==> config.mk <==
export PLATFORM = sky130hd
export DESIGN_NAME = mips_pipeline_exmem_sequencer
export DESIGN_NICKNAME = d
export VERILOG_FILES = /design/src/rtl/mips_pipeline_exmem_sequencer.sv
export SDC_FILE = /design/constraint.sdc
export NUM_CORES = 1
export LEC_CHECK = 0
export ABC_CLOCK_PERIOD_IN_PS = 3800
export BUFFER_PORTS_ARGS = -buffer_cell sky130_fd_sc_hd__buf_2
export CORE_ASPECT_RATIO = 0.75
export CORE_MARGIN = 3
export CORE_UTILIZATION = 42
export CTS_CLUSTER_DIAMETER = 30
export DETAILED_ROUTE_END_ITERATION = 8
export GPL_ROUTABILITY_DRIVEN = 0
export PLACE_DENSITY = 0.84
export SLEW_MARGIN = 20
export SYNTH_ARGS = -nofsm -noshare
export SYNTH_HDL_FRONTEND = slang
export SYNTH_SLANG_ARGS = --single-unit
export TNS_END_PERCENT = 30
==> constraint.sdc <==
create_clock -name clock -period 3.8 [get_ports clock]
set_input_delay 0.19 -clock clock [delete_from_list [all_inputs] [get_ports clock]]
set_output_delay 0.19 -clock clock [all_outputs]
set_load 0.005 [all_outputs]
==> src/rtl/mips_pipeline_exmem_sequencer.sv <==
// EX->MEM sequencer: launches one data-memory request at a time and commits results to MEM/WB.
// Latency: ALU results are committed 1 cycle after accept; memory ops take at least 2 cycles (accept, ack, commit).
// Backpressure: stall is high while a request is outstanding; a bus timeout raises a sticky fault and drops the request.
module mips_pipeline_exmem_sequencer #(
  parameter int WORD    = 32,
  parameter int TIMEOUT = 15
) (
  input  logic            clock,
  input  logic            reset,
  input  logic            exValid,
  input  logic            exLoad,
  input  logic            exStore,
  input  logic [WORD-1:0] exAddr,
  input  logic [WORD-1:0] exData,
  input  logic            flush,
  output logic            memReq,
  output logic            memWrite,
  output logic [WORD-1:0] memAddr,
  output logic [WORD-1:0] memWdata,
  input  logic            memAck,
  input  logic [WORD-1:0] memRdata,
  output logic            stall,
  output logic            wbValid,
  output logic [WORD-1:0] wbData,
  output logic            fault
);

  typedef enum logic [1:0] {S_IDLE, S_WAIT, S_DONE} state_t;

  state_t          r_state;
  logic [7:0]      r_waitCount;
  logic            r_kill;      // current memory op was flushed; its result must not commit
  logic            r_aluVld;    // one-cycle commit pulse for pass-through results
  logic            r_memReq;
  logic            r_memWrite;
  logic [WORD-1:0] r_memAddr;
  logic [WORD-1:0] r_memWdata;
  logic [WORD-1:0] r_wbData;
  logic            r_fault;

  logic            w_launch;
  logic            w_timeout;

  // A memory op is launched only from IDLE by a valid, unflushed load/store.
  assign w_launch  = (r_state == S_IDLE) && exValid && (exLoad || exStore) && !flush;
  assign w_timeout = (r_waitCount == 8'(TIMEOUT - 1));

  // Upstream must hold in the launch cycle and for every cycle the bus is busy.
  assign stall    = !reset && ((r_state == S_WAIT) || w_launch);
  // Memory results commit during DONE; a flush arriving in DONE itself still cancels the commit.
  assign wbValid  = r_aluVld || ((r_state == S_DONE) && !r_kill && !flush);
  assign wbData   = r_wbData;
  assign memReq   = r_memReq;
  assign memWrite = r_memWrite;
  assign memAddr  = r_memAddr;
  assign memWdata = r_memWdata;
  assign fault    = r_fault;

  // Sequencer FSM with registered bus and writeback outputs.
  always_ff @(posedge clock) begin
    if (reset) begin
      r_state     <= S_IDLE;
      r_waitCount <= '0;
      r_kill      <= 1'b0;
      r_aluVld    <= 1'b0;
      r_memReq    <= 1'b0;
      r_memWrite  <= 1'b0;
      r_memAddr   <= '0;
      r_memWdata  <= '0;
      r_wbData    <= '0;
      r_fault     <= 1'b0;
    end else begin
      r_aluVld <= 1'b0;
      case (r_state)
        S_IDLE: begin
          if (exValid && !flush) begin
            if (exLoad || exStore) begin
              r_memReq    <= 1'b1;
              r_memWrite  <= exStore;
              r_memAddr   <= exAddr;
              r_memWdata  <= exData;
              r_waitCount <= '0;
              r_kill      <= 1'b0;
              r_state     <= S_WAIT;
            end else begin
              r_aluVld <= 1'b1;
              r_wbData <= exData;
            end
          end
        end
        S_WAIT: begin
          // The bus is never abandoned on flush; only the eventual result is dropped.
          r_kill <= r_kill || flush;
          if (memAck) begin
            r_memReq <= 1'b0;
            r_state  <= S_DONE;
            if (!(r_kill || flush)) begin
              r_wbData <= r_memWrite ? r_memWdata : memRdata;
            end
          end else if (w_timeout) begin
            r_memReq <= 1'b0;
            r_fault  <= 1'b1;
            r_state  <= S_IDLE;
          end else begin
            r_waitCount <= r_waitCount + 8'd1;
          end
        end
        S_DONE: begin
          // EX still holds the completed instruction this cycle, so nothing is accepted here.
          r_state <= S_IDLE;
        end
        default: r_state <= S_IDLE;
      endcase
    end
  end

endmodule

Yosys cells after proc, flatten, opt, wreduce, memory -nomap -nowiden. Index checks and enable logic that the tools add are counted.

Muxes and demuxes: 25. Add/subtract/negate cells: 1. Bitwise gates (word level): 3. Eq/ne operators: 11. Reductions and logical operators: 24.

Operators with widths (count): 2-to-1 mux 32 bit (5); case mux 32 bit (2 select lines) (1); 2-to-1 mux 8 bit (4); case mux 8 bit (2 select lines) (1); AND reduction 3 bit (4); != test 2 bit (second input constant) (5); AND reduction 5 bit (2); adder 8 x 1 -> 8 bit (second input constant) (1); equality test 8 x 4 -> 1 bit (second input constant) (1); 2-to-1 mux 2 bit (4); logical AND 1 bit (7); 2-to-1 mux 1 bit (7); logical OR 1 bit (4); != test 2 x 1 -> 1 bit (second input constant) (2); case mux 1 bit (2 select lines) (2); case mux 2 bit (2 select lines) (1); AND reduction 4 bit (1); logical NOT 1 bit (3); != test 3 bit (second input constant) (1); NOT 1 bit (3); OR reduction 3 bit (1); equality test 2 x 1 -> 1 bit (second input constant) (1); equality test 2 bit (second input constant) (1); logical NOT 2 bit (1); nonzero test 2 bit (1).

Bits in registers: 111. Logic and storage cells: 74. Output and inout bits: 101.

Depth between registers and ports, before layout. Gate-level depths: netlist of run 1.

Word-level depth: 6. Gate-level depth with buffers: 6.

Worst setup path after synthesis of run 1. No wires, ideal clock.

Path kind: register to register. From: reg r_state[1]. To: reg r_memWrite (netlist: memWrite). Buffers on the path: 2. Setup slack: 2.125 ns. Library setup time: 0.132 ns. Cell stages (with the launch flop): 7. Data arrival time: 1.543 ns. Cells stage by stage: dfxtp_1 -> nor4b_1 -> o21ai_1 -> clkbuf_1 -> buf_2 -> nand2_1 -> a21oi_1.

Cells in the longest elaborated chain, start to end: 2.

RTL lines: from (decl) (line 30) `state_t r_state;`; from (signal assigned) (line 62) `r_state <= S_IDLE;`; from (signal assigned) (line 84) `r_state <= S_WAIT;`; from (signal assigned) (line 96) `r_state <= S_DONE;`; logical NOT 2 bit (line 74) `case (r_state)`; AND reduction 3 bit (no line); to (signal assigned) (line 79) `r_memWrite <= exStore;`; to (decl) (line 35) `logic r_memWrite;`.

No other way between the ends. A chain may end at the register's enable or synchronous reset.

Worst setup path after layout of run 1.
From: reg r_state[1]. To: out stall.

Cells in the longest elaborated chain, start to end: 6.

RTL lines: logical NOT 2 bit (line 45) `assign w_launch = (r_state == S_IDLE) && exValid && (exLoad || exStore) && !flush;`; logical AND 1 bit (3 in series) (line 45); logical OR 1 bit * (line 49) `assign stall = !reset && ((r_state == S_WAIT) || w_launch);`; logical AND 1 bit * (line 49); to (decl) (line 22) `output logic stall,`.

Mark *: on every way between the ends. The rest lies on a longest branch, timed or not.

==> flow_metrics.env, run 1 <==
export IMPL_status="complete, no violations"
export IMPL_netlist_area_sq_mm=0.00464
export IMPL_antenna_diode_count=0
export IMPL_routed_via_count=4658
export IMPL_hp_class="input port to flip-flop"
export IMPL_largest_stage_delay_worst_path_ns=0.52
export IMPL_clock_transition_at_the_register_clock_pins_on_the_worst_setup_and_hold_paths_after_cts_ns=0.07
export IMPL_via_per_inst=5.18
export IMPL_fp_dieW_microns=127
export IMPL_timing_critical_path_required_ns=3.61
export IMPL_drt_drc_violations_left=0
export IMPL_dp_final_hpwl_microns=8830
export IMPL_crit_top_cell="buf_4"
export IMPL_postCtsResizedCells=0
export IMPL_initialDrtViolationCount=278
export IMPL_via_count_of_the_first_global_routing_pass=4251
export IMPL_drive_gt1_share_pct=30.6
export IMPL_r2r_end="r_waitCount[4]"
export IMPL_core_sq_mm=0.0105
export IMPL_crit_slowest_cell="buf_4"
export IMPL_route_detailed_wl_per_inst_microns=14.3
export IMPL_placement_io_buffers=203
export IMPL_setup_worst_path_end_class="output pin"
export IMPL_period_minus_slack_ns=2.43
export IMPL_synth_top_area_share_pct=47.9
export IMPL_ctsLongestPathBuffers=2
export IMPL_hold_path_startpoint="exAddr[21]"
export IMPL_yosys_top_cells_area="dfxtp_1 (48%), nand2_1 (16%), a21oi_1 (11%)"
export IMPL_insertion_delay_ns=0.34
export IMPL_critPathTopFamily="buffers and inverters"
export IMPL_cap_violations=0
export IMPL_avgSynthCellArea_sq_um=7.95
export IMPL_dieArea_sq_mm=0.0123
export IMPL_fin_nets=865
export IMPL_synth_edff_count=0
export IMPL_yosys_warnings=0
export IMPL_ff2ff_path_depth=6
export IMPL_timing_reg2reg_setup_slack_ns=1.72
export IMPL_critPathKind="flip-flop to output pin"
export IMPL_maximum_operating_frequency_ghz=0.412
export IMPL_grt_overflow_total=0
export IMPL_cts_tree="done"
export IMPL_finalSetupViolations=0
export IMPL_grt_usage_pct=20.0
export IMPL_seq_cells_post_synth=111
export IMPL_synth_net_count=688
export IMPL_yosysTopAreaCell="dfxtp_1"
export IMPL_h_tree_depth=3
export IMPL_crit_path_start_kind="flip-flop"
export IMPL_grt_first_pass_wirelength_microns=20500
export IMPL_asr_flop_ratio_synth_pct=0
export IMPL_initial_utilization_pct=44.0
export IMPL_timing_hold_worst_endpoint="memAddr[21]"
export IMPL_cp_cell_sequence="nor4b_1 -> buf_4 -> o21ai_4 -> buf_4 -> a21oi_1 -> buf_2"
export IMPL_worst_hold_path_num_cells=3
export IMPL_total_number_of_placement_rows=32
export IMPL_finalWirelength_microns=12800
export IMPL_report_final_slew_viol_count=0
export IMPL_p_per_area_mw_per_mm2=406
export IMPL_worst_clock_skew_ns=0.00996
export IMPL_leakagePower_uw=0.00254
export IMPL_grt_max_degree=73
export IMPL_power_ir_vdd_worst_v=0.000231
export IMPL_rr_startpoint="r_state[1]"
export IMPL_setup_tns_ns=0
export IMPL_root_buffer="clkbuf_16"
export IMPL_slew_limit_headroom_pct=24.6
export IMPL_timing_worst_slew_pin_value_ns=1.13
export IMPL_worst_endpoint_arrival_ns=2.24
export IMPL_cp_buffers_inverters=3
export IMPL_drtPass1Iterations=4
export IMPL_syn_instance_count=583
export IMPL_route_antenna_remaining_nets=0
export IMPL_crit_path_max_fanout=40
export IMPL_post_route_period_util_pct=63.8
export IMPL_cts_sink_count=111
export IMPL_detailed_place_area_sq_mm=0.00573
export IMPL_ys_dominant_reg_cell="dfxtp_1"
export IMPL_cts_hold_repair_buffers=0
export IMPL_grt_setup_unrepaired="false"
export IMPL_antenna_violations_before_repair=0
export IMPL_layout_area_overhead_vs_synth_pct=29.9
export IMPL_cts_repair_timing_setup_buffer_count=0
export IMPL_die_outline_height_microns=97.0
export IMPL_ioPinCount=204
export IMPL_synth_seq_area_share_pct=47.9
export IMPL_netlist_cell_type_count=37
export IMPL_final_area_sq_mm=0.00602
export IMPL_cts_inserted_buffers=9
export IMPL_final_hold_viol_count=0
==> synth_stat cells (all sizes together) (2+ instances only) <==
cell / n
nand2: 199
a32oi: 2
inv: 2
nand3: 8
nor3: 3
nor2: 10
mux2i: 33
o211ai: 33
o21ai: 4
nor4: 2
buf: 15
clkbuf: 30
a31oi: 4
ha: 2
nand4b: 2
a21oi: 105
dfxtp: 111
==> cell type report <==
class,count,area (sq um)
timing repair buffer,211,1080
clock buffer,10,229
tap,136,170
multi-input combinational,425,2250
clock inverter,5,65.1
fill,980,4510
sequential,111,2220
inverter,2,7.51
==> flip-flops by register name, indices dropped and copies added (netlist names) <==
register / count
memReq: 1
wbData: 32
r_state: 2
r_waitCount: 8
r_kill: 1
r_aluVld: 1
memWrite: 1
memWdata: 32
fault: 1
memAddr: 32
==> worst register-to-register path, cell delays in order (launching register included) <==
cell	delay, ns
dfxtp_1	0.46
nor4b_1	0.09
buf_4	0.17
o21ai_4	0.36
buf_4	0.53
nand2_1	0.11
a311oi_1	0.27
==> logic make-up after synthesis <==
group                      after synthesis  synth area share [%]
and+or+nand+nor                        234                  20.5
buffers and inverters                   47                  4.21
adders and majority gates                2                 0.540
muxes                                   34                  7.37
DFF                                    111                  47.9
AOI/OAI and AO/OA                      155                  19.5
==> how the worst max path moves through the flow <==
| stage | depth (start not counted) | start | to |
|---|---|---|---|
| 2_1_floorplan | 6 | r_state[1] | memWrite |
| 3_3_place_gp | 5 | exStore | stall |
| 3_5_place_dp | 5 | exStore | stall |
| 4_1_cts | 6 | r_state[1] | stall |
| 5_1_grt | 6 | r_state[1] | stall |
| 6_report | 6 | r_state[1] | stall |
==> report_power, final <==
group	internal, uW	switching, uW	leakage [uW]
clock network	515	412	0.000144
registers	1210	34.5	0.000902
logic	124	155	0.00149
==> layout by cell type (no fill, tap or decap), types with 2 or more instances in the layout <==
master     instances
buf_2            202
nand2_1          199
dfxtp_1          110
a21oi_1          105
mux2i_1           33
o211ai_1          33
nor2_1             9
clkbuf_16          9
buf_4              9
nand3_1            8
a31oi_1            4
nor3_1             3
o21ai_0            3
inv_1              2
nand4b_1           2
nor4_1             2
ha_1               2
inv_6              2
clkinv_4           2
==> per-stage QoR <==
stage                     utilization [%]  worst slack, ns  hold WS, ns  total power, uW  instances
after floorplan                         -             2.12        0.268             1410        583
after global placement               54.4             1.67        0.424             1540        885
after detailed placement             54.4             1.63        0.435             1550        885
final                                57.2             1.37       0.0822             2450        900
after CTS                            57.2             1.35       0.0692             2480        900
after global routing                 57.2             1.21       0.0661             2560        900
==> per-layer routing <==
metal | wire length (microns) | global-route usage (%) | vias up
met5 | 0 | 0 | -
met4 | 50 | 5.28 | 0
met3 | 1130 | 5.68 | 4
met2 | 5860 | 31.7 | 187
met1 | 5790 | 26.7 | 2118
li1 | - | - | 2349
No activity file was read; power rests on OpenSTA's default activity.
==> run 2: changes to the inputs <==
--- a/config.mk
+++ b/config.mk
@@ -5,7 +5,7 @@
 export SDC_FILE = /design/constraint.sdc
 export NUM_CORES = 1
 export LEC_CHECK = 0
-export ABC_CLOCK_PERIOD_IN_PS = 3800
+export ABC_CLOCK_PERIOD_IN_PS = 2400
 export BUFFER_PORTS_ARGS = -buffer_cell sky130_fd_sc_hd__buf_2
 export CORE_ASPECT_RATIO = 0.75
 export CORE_MARGIN = 3
==> constraint.sdc (replaced) <==
create_clock -name clock -period 2.4 [get_ports clock]
set_input_delay 0.12 -clock clock [delete_from_list [all_inputs] [get_ports clock]]
set_output_delay 0.12 -clock clock [all_outputs]
set_load 0.005 [all_outputs]
==> run 2 against run 1 <==
Worst hold slack got worse by 0.066 ns. Critical endpoint unchanged. Highest routed layer unchanged. Register-to-register slack worse by 1.2 ns. First-iteration DRC count is 28% lower.
==> flow_metrics.env, run 2 (synthesis gave the netlist of run 1 again) <==
export IMPL_met2_length_microns=6130
export IMPL_layout_area_overhead_vs_synth_pct=36.3
export IMPL_fp_dieW_microns=127
export IMPL_setup_worst_path_end_class="output pin"
export IMPL_ff2ff_path_depth=5
export IMPL_detailed_place_area_sq_mm=0.00581
export IMPL_cap_violations=0
export IMPL_grt_usage_pct=21.2
export IMPL_cts_inserted_buffers=9
export IMPL_dr_wl_met3_microns=1230
export IMPL_post_route_period_util_pct=86.6
export IMPL_final_instance_count_excl_fill=928
export IMPL_die_outline_height_microns=97.0
export IMPL_cp_cell_sequence="nor4b_1 -> buf_4 -> o21ai_4 -> buf_16 -> a21oi_1 -> buf_2"
export IMPL_antenna_diode_count=0
export IMPL_worst_hold_path_num_cells=3
export IMPL_drtPass1Iterations=4
export IMPL_insertion_delay_ns=0.34
export IMPL_timing_worst_slew_pin_value_ns=0.670
export IMPL_routed_via_count=4890
export IMPL_timing_hold_worst_endpoint="memAddr[26]"
export IMPL_route_detailed_wl_per_inst_microns=14.5
export IMPL_postCtsResizedCells=0
export IMPL_total_number_of_placement_rows=32
export IMPL_finalWirelength_microns=13400
export IMPL_r2r_end="memAddr[10]"
export IMPL_drive_gt1_share_pct=30.7
export IMPL_mostFrequentLayoutCell="buf_2"
export IMPL_leakagePower_uw=0.00267
export IMPL_status="complete, no violations"
export IMPL_power_ir_vdd_worst_v=0.000411
export IMPL_drt_drc_violations_left=0
export IMPL_grt_overflow_total=0
export IMPL_ctsLongestPathBuffers=2
export IMPL_worst_clock_skew_ns=0.0116
export IMPL_dr_max_layer_used="met4"
export IMPL_hp_class="input port to flip-flop"
export IMPL_slew_limit_headroom_pct=55.1
export IMPL_power_share_clock_pct=36.4
export IMPL_route_antenna_remaining_nets=0
export IMPL_most_common_layout_cells="buf_2 (202), nand2_1 (199), dfxtp_1 (110)"
export IMPL_root_buffer="clkbuf_16"
export IMPL_worst_endpoint_arrival_ns=1.96
export IMPL_timing_hold_ws_ns=0.0161
export IMPL_timing_reg2reg_setup_slack_ns=0.52
export IMPL_fin_nets=892
export IMPL_placement_io_buffers=203
export IMPL_clock_transition_at_the_register_clock_pins_on_the_worst_setup_and_hold_paths_after_cts_ns=0.07
export IMPL_cts_sink_count=111
export IMPL_dp_final_hpwl_microns=9220
export IMPL_maximum_operating_frequency_ghz=0.481
export IMPL_critPathKind="flip-flop to output pin"
export IMPL_period_minus_slack_ns=2.08
export IMPL_drt_met1_wl_microns=5860
export IMPL_cts_repair_timing_setup_buffer_count=0
export IMPL_ioPinCount=204
export IMPL_internal_power_uw=2860
export IMPL_netSwitchingFraction_pct=25.8
export IMPL_via_per_inst=5.27
export IMPL_report_final_slew_viol_count=0
export IMPL_final_hold_viol_count=0
export IMPL_core_sq_mm=0.0105
export IMPL_rr_startpoint="r_state[1]"
export IMPL_dieArea_sq_mm=0.0123
export IMPL_cts_tree="done"
export IMPL_largest_stage_delay_worst_path_ns=0.38
export IMPL_grt_first_pass_wirelength_microns=21800
export IMPL_initialDrtViolationCount=200
export IMPL_timing_critical_path_required_ns=2.28
export IMPL_h_tree_depth=3
export IMPL_sequential_fraction_of_design_power_pct=50.7
export IMPL_finalSetupViolations=0
export IMPL_p_per_area_mw_per_mm2=610
export IMPL_place_inst=891
export IMPL_final_area_sq_mm=0.00632
export IMPL_crit_path_start_kind="flip-flop"
export IMPL_hold_path_startpoint="exAddr[26]"
export IMPL_antenna_violations_before_repair=0
export IMPL_part_of_the_total_power_dissipated_in_combinational_logic_pct=12.9
export IMPL_grt_setup_unrepaired="false"
export IMPL_crit_slowest_cell="dfxtp_1"
export IMPL_crit_path_max_fanout=23
export IMPL_setup_tns_ns=0
export IMPL_power_net_switching_uw=996
export IMPL_grt_max_degree=54
export IMPL_initial_utilization_pct=44.0
export IMPL_via_count_of_the_first_global_routing_pass=4528
run 2: cell count changes in the layout (fill, tap and decap cells not counted), moves of 2 or more:
cell and change:
dlygate4sd3_1 +20, buf_12 +3, buf_4 +3, clkinv_2 +2
run 2: layout make-up:
cell class,count,area [sq um]
Fill cell,906,4210
Tap cell,136,170
Multi-Input combinational cell,425,2250
Timing Repair Buffer,238,1390
Clock inverter,7,55.1
Sequential cell,111,2220
Clock buffer,9,225
Inverter,2,7.51
run 2: layer usage:
metal  global-route usage, %  vias to the layer above
li1                        -                     2398
met1                    27.7                     2273
met2                    33.8                      202
met3                    6.07                       17
met4                    6.92                        0
met5                       0                        -
run 2: worst max-delay path, delay by kind of cell, from the launching register on:
family	cells	cell delay (ns)
flops	1	0.38
simple gates	1	0.34
compound gates	2	0.33
buf+inv	3	0.56
run 2: metrics by stage:
| step | setup slack (ns) | utilization [%] | total power (uW) |
|---|---|---|---|
| 6_report | 0.323 | 60.0 | 3860 |
| 5_1_grt | 0.0919 | 60.0 | 4040 |
| 4_1_cts | 0.241 | 59.8 | 3890 |
| 3_5_place_dp | 0.584 | 55.2 | 2460 |
| 3_3_place_gp | 0.625 | 55.2 | 2450 |
| 2_1_floorplan | 0.725 | - | 2230 |
run 2: power groups by stage:
stage / combinational (uW) / clock, uW / sequential [uW]
2_1_floorplan: 231 / 0 / 2000
3_3_place_gp: 458 / 0 / 2000
3_5_place_dp: 465 / 0 / 2000
4_1_cts: 491 / 1450 / 1960
5_1_grt: 552 / 1520 / 1970
6_report: 498 / 1400 / 1960
run 2: worst max path at each step:
stage	startpoint	endpoint	cells after the start
finish	r_state[1]	stall	6
global route	r_state[1]	stall	6
CTS	exLoad	stall	5
detailed placement	r_state[1]	memWdata[19]	6
global placement	r_state[1]	memWdata[19]	6
floorplan	r_state[1]	memWrite	6
run 2: repair_timing:
item,4_1_cts,5_1_grt
endpoints found under the setup margin,0,0
hold buffers,20,0
hold endpoints to repair,20,0
